## config.mk

```make
export PLATFORM = sky130hd
export DESIGN_NAME = dbus_arbiter
export DESIGN_NICKNAME = d
export VERILOG_FILES = /design/src/rtl/dbus_arb_pkg.sv /design/src/rtl/rr_arb2.sv /design/src/rtl/dbus_arbiter.sv
export SDC_FILE = /design/constraint.sdc
export NUM_CORES = 1
export LEC_CHECK = 0
export CAP_MARGIN = 40
export CORE_MARGIN = 2
export CORE_UTILIZATION = 37
export DETAILED_ROUTE_END_ITERATION = 8
export PLACE_DENSITY_LB_ADDON = 0.2
export SETUP_SLACK_MARGIN = 0.02
export SYNTH_ARGS = -nofsm -noshare
export SYNTH_HDL_FRONTEND = slang
export SYNTH_HIERARCHICAL = 1
export SYNTH_SLANG_ARGS = --single-unit
```

## constraint.sdc

```tcl
create_clock -name cpu_clk -period 1.8 [get_ports cpu_clk]
set_input_delay 0.18 -clock cpu_clk [delete_from_list [all_inputs] [get_ports cpu_clk]]
set_output_delay 0.18 -clock cpu_clk [all_outputs]
set_load 0.05 [all_outputs]
```

## src/rtl/dbus_arb_pkg.sv

```systemverilog
// dbus_arb_pkg: shared FSM state encoding and master ids for the data-bus arbiter
package dbus_arb_pkg;
  typedef enum logic [1:0] {
    ST_IDLE   = 2'd0,
    ST_ACCESS = 2'd1,
    ST_RESP   = 2'd2
  } state_t;
  localparam logic M_CPU = 1'b0;
  localparam logic M_DMA = 1'b1;
endpackage

```

## src/rtl/rr_arb2.sv

```systemverilog
// rr_arb2: two-way round-robin pick; a tie goes to the master that did not win last
module rr_arb2 import dbus_arb_pkg::*; (
  input  logic [1:0] req,
  input  logic       last,
  output logic       gnt_valid,
  output logic       gnt_id
);
  always_comb begin
    gnt_valid = |req;
    gnt_id    = &req ? ~last : (req[M_DMA] ? M_DMA : M_CPU);
  end
endmodule

```

## src/rtl/dbus_arbiter.sv

```systemverilog
// dbus_arbiter: round-robin sharing of the Bridge data bus between CPU and DMA masters with programmable wait states
module dbus_arbiter import dbus_arb_pkg::*; #(
  parameter int WAIT_CYCLES = 2,
  parameter int CNT_W       = 4
) (
  input  logic        cpu_clk,
  input  logic        cpu_rst,
  input  logic        m0_req,
  input  logic [31:0] m0_addr,
  input  logic        m0_we,
  input  logic [31:0] m0_wdata,
  output logic        m0_ack,
  output logic [31:0] m0_rdata,
  input  logic        m1_req,
  input  logic [31:0] m1_addr,
  input  logic        m1_we,
  input  logic [31:0] m1_wdata,
  output logic        m1_ack,
  output logic [31:0] m1_rdata,
  output logic [31:0] Bus_addr,
  output logic        Bus_we,
  output logic [31:0] Bus_wdata,
  input  logic [31:0] Bus_rdata,
  output logic        busy
);
  state_t state, state_nx;
  logic [CNT_W-1:0] cnt;
  logic last_gnt, gnt_id, gnt_valid, win, lat_we, grant, last_wait;
  rr_arb2 u_arb (
    .req      ({m1_req, m0_req}),
    .last     (last_gnt),
    .gnt_valid(gnt_valid),
    .gnt_id   (win)
  );
  always_comb begin
    grant     = state == ST_IDLE && gnt_valid;
    last_wait = state == ST_ACCESS && cnt == '0;
    state_nx  = grant ? ST_ACCESS : last_wait ? ST_RESP : state == ST_RESP ? ST_IDLE : state;
    Bus_we    = last_wait && lat_we;
    m0_ack    = state == ST_RESP && gnt_id == M_CPU;
    m1_ack    = state == ST_RESP && gnt_id == M_DMA;
    busy      = state != ST_IDLE;
  end
  // Bus_addr/Bus_wdata are the grant latches themselves, so they hold between transfers
  always_ff @(posedge cpu_clk or negedge cpu_rst) begin
    if (!cpu_rst) begin
      state     <= ST_IDLE;
      cnt       <= '0;
      last_gnt  <= M_DMA;
      gnt_id    <= M_CPU;
      lat_we    <= 1'b0;
      Bus_addr  <= '0;
      Bus_wdata <= '0;
      m0_rdata  <= '0;
      m1_rdata  <= '0;
    end else begin
      state <= state_nx;
      if (grant) begin
        gnt_id    <= win;
        cnt       <= CNT_W'(WAIT_CYCLES);
        Bus_addr  <= win ? m1_addr : m0_addr;
        Bus_wdata <= win ? m1_wdata : m0_wdata;
        lat_we    <= win ? m1_we : m0_we;
      end
      if (state == ST_ACCESS && cnt != '0) cnt <= cnt - 1'b1;
      if (last_wait && gnt_id == M_CPU) m0_rdata <= Bus_rdata;
      if (last_wait && gnt_id == M_DMA) m1_rdata <= Bus_rdata;
      if (state == ST_RESP) last_gnt <= gnt_id;
    end
  end
endmodule

```

==> results.cfg <==
[final_layout]
regArea_sq_um = 3430
final_area_sq_um = 10000
nets = 943
insertedDiodeCount = 0
utilization_pct = 63.4
final_layout_size_suffix_gt1_share_pct = 18.6
area_growth_pct = 68.2
multiInputGateArea_sq_um = 2340
fill_cells = 1247

[power]
p_sw_share_pct = 47.0
irDropWorstVdd_mv = 1.07
power_frac_comb_pct = 56.4
total_leakage_power_uw = 0.00476
seqPwrFrac_pct = 26.4
p_switching_uw = 9710
clkPwrFrac_pct = 17.3
p_per_area_nw_per_um2 = 2060
p_int_uw = 11000

[die]
fp.dieW_um = 131
core.rowCount = 46
start_util_pct = 37.7
die_y_um = 131
core_area_sq_um = 15800
dieArea_sq_um = 17100
ios = 298

[cts]
clk_latency_ns = 0.41
clkTransAtPathRegs_ns = 0.06
cts_buffers = 17
clock-sinks = 137
cts_tree = built
cts_max_level = 4
cts_buffer_depth = 2
root_buffer = clkbuf_16

[run_status]
outcome = finished, violations left
failed_checks = negative setup slack

[drt]
dr.pass1.iters = 4
vias = 4705
drc_errors = 0
wl_per_cell_um = 16.6
wl_um = 16700
dr.first_iter.drc_count = 131
drtAntennaViolNets = 0
vias_per_cell = 4.68

[critical_path]
reg2reg_to = m0_rdata[29]
reg2reg_depth = 8
start_kind = register
critPathKind = reg2out
cp-end-kind = output pin
worstPathArrival_ns = 1.63
crit_required_ns = 1.62
r2r_start = cnt[1]
rrSetupSlack_ns = 0.03
critical_path_peak_fanout = 2

[timing]
finalHoldViolCount = 0
drv_slew = 0
tns_ns = -0.0111
period_share_pct = 101
worst_slew_pin_slew_ns = 0.550
clock_skew_ns = 0.00643
setup_violations = 1
worst_slack_ns = -0.0111
fmax_mhz = 552
max-slew-margin-rel_pct = 63.5
finalCriticalPeriod_ns = 1.81
rsz0062_at_grt = yes
timing.hold.ws_ns = 0.167

[global_route]
grt_pass1_wl_um = 25700
grt_max_degree = 84
antenna_found_initial = 0
first_global_vias = 5029
grt_use_total_pct = 19.8
grt-ovfl-total = 0

[logic_synthesis]
yosysSeqAreaShare_pct = 57.5
yosysUniqueCellTypes = 32
async_flop_share_pct = 100
ys_ff_latch = 137
netlist_instances = 464
netlist_area_sq_um = 5960
synth_edf_count = 0
avgSynthCellArea_sq_um = 12.8
yosys_warnings = 6
synth_flop_cell = dfrtp_1
syn_nets = 631

[placed_design]
numPortBuffers = 297
place_area_sq_um = 9310
place.gp.congestion = 0.772
dp_hpwl_um = 12600

[flow_run]
max_cap_violations = 0

[worst_hold_path]
hold_path_class = in2async
-- logic make-up (layout without fill, tap and decap cells) --
kind of cell | count (synthesis) | count (layout) | synth area share (%)
adder cells (fa/ha/maj) | 1 | 1 | 0.210
AO/OA/AOI/OAI | 76 | 76 | 6.82
AND/OR/NAND/NOR | 84 | 84 | 6.27
buffers and inverters | 35 | 360 | 3.92
multiplexers | 131 | 131 | 25.2
flip-flops | 137 | 137 | 57.5
-- routing by layer --
metal  GRT usage, %  wire, um
met4           6.38       200
met1           22.5      6440
met5              0         0
met3           7.74      1460
met2           34.1      8590
-- flip-flops by register name (all words and copies together), names as in the netlist --
name / flops
Bus_addr: 32
Bus_wdata: 32
cnt: 4
gnt_id: 1
last_gnt: 1
lat_we: 1
m0_rdata: 32
m1_rdata: 32
state: 2
-- critical path: stages, from the launching register on --
cell and delay, ns:
dfrtp_1 0.39, inv_2 0.07, ha_4 0.12, nor3b_4 0.19
buf_6 0.12, and3_4 0.18, buf_12 0.13
-- layout by cell type, fill, tap and decap left out, drive strengths merged, types with 2 or more instances in the layout --
master / instances
a21oi: 65
inv: 7
dlymetal6s2s: 49
clkdlybuf4s50: 175
nand2: 2
nand2b: 2
a21o: 2
mux2: 65
dfrtp: 136
buf: 38
o21ai: 2
nor2: 69
or2: 2
clkbuf: 18
a22o: 2
clkinv: 6
clkinvlp: 2
bufinv: 3
and3: 2
dlygate4sd2: 61
mux2i: 66
nor3b: 4
-- through the flow --
step,setup WS (ns),total power (uW),std cells
6_report,-0.0111,20700,1005
3_3_place_gp,0.0551,17500,969
2_1_floorplan,0.0789,13300,464
5_1_grt,-0.0766,21700,1005
3_5_place_dp,-0.0215,17700,969
4_1_cts,-0.0457,21000,1005
-- Yosys cell counts (all sizes together) (4+ instances only) --
cell	number	area (sq um)
buf	26	200
mux2i	66	661
inv	4	15.0
mux2	65	845
dfrtp	136	3400
a21oi	65	325
nor3b	4	41.3
nor2	69	259
clkbuf	5	18.8
-- how the worst max path moves through the flow --
stage          startpoint             to  slack (ns)  cells after the start
5_1_grt            cnt[1]         Bus_we       -0.08                      6
6_report           cnt[1]         Bus_we       -0.01                      6
2_1_floorplan      cnt[0]   m1_rdata[10]        0.08                      7
3_3_place_gp       m1_req  Bus_wdata[14]        0.06                      5
3_5_place_dp       cnt[1]   m1_rdata[20]       -0.02                      6
4_1_cts            cnt[1]         Bus_we       -0.05                      6
-- power by group through the flow --
stage	Combinational (uW)	Sequential, uW	Clock, uW
after global routing	12300	5650	3790
after CTS	11800	5490	3660
after detailed placement	12200	5520	0
final	11700	5450	3580
after floorplan	2900	10400	0
after global placement	12000	5490	0
-- what timing repair did --
item | 4_1_cts | 5_1_grt
setup endpoints to repair | 92 | 107
hold buffers | 1 | 0
endpoints found under the hold margin | 136 | 0
pin swaps | 1 | 0
buffers inserted | 3 | 0
resized for setup | 68 | 51
-- layout make-up --
| class | count | share of cell area, % |
|---|---|---|
| timing repair buffer | 324 | 33.6 |
| sequential | 137 | 34.2 |
| tap | 216 | 2.69 |
| clock buffer | 18 | 4.38 |
| inverter | 4 | 0.150 |
| clock inverter | 14 | 1.68 |
| multi-input combinational | 292 | 23.3 |
(Power assumes the default switching activity.)
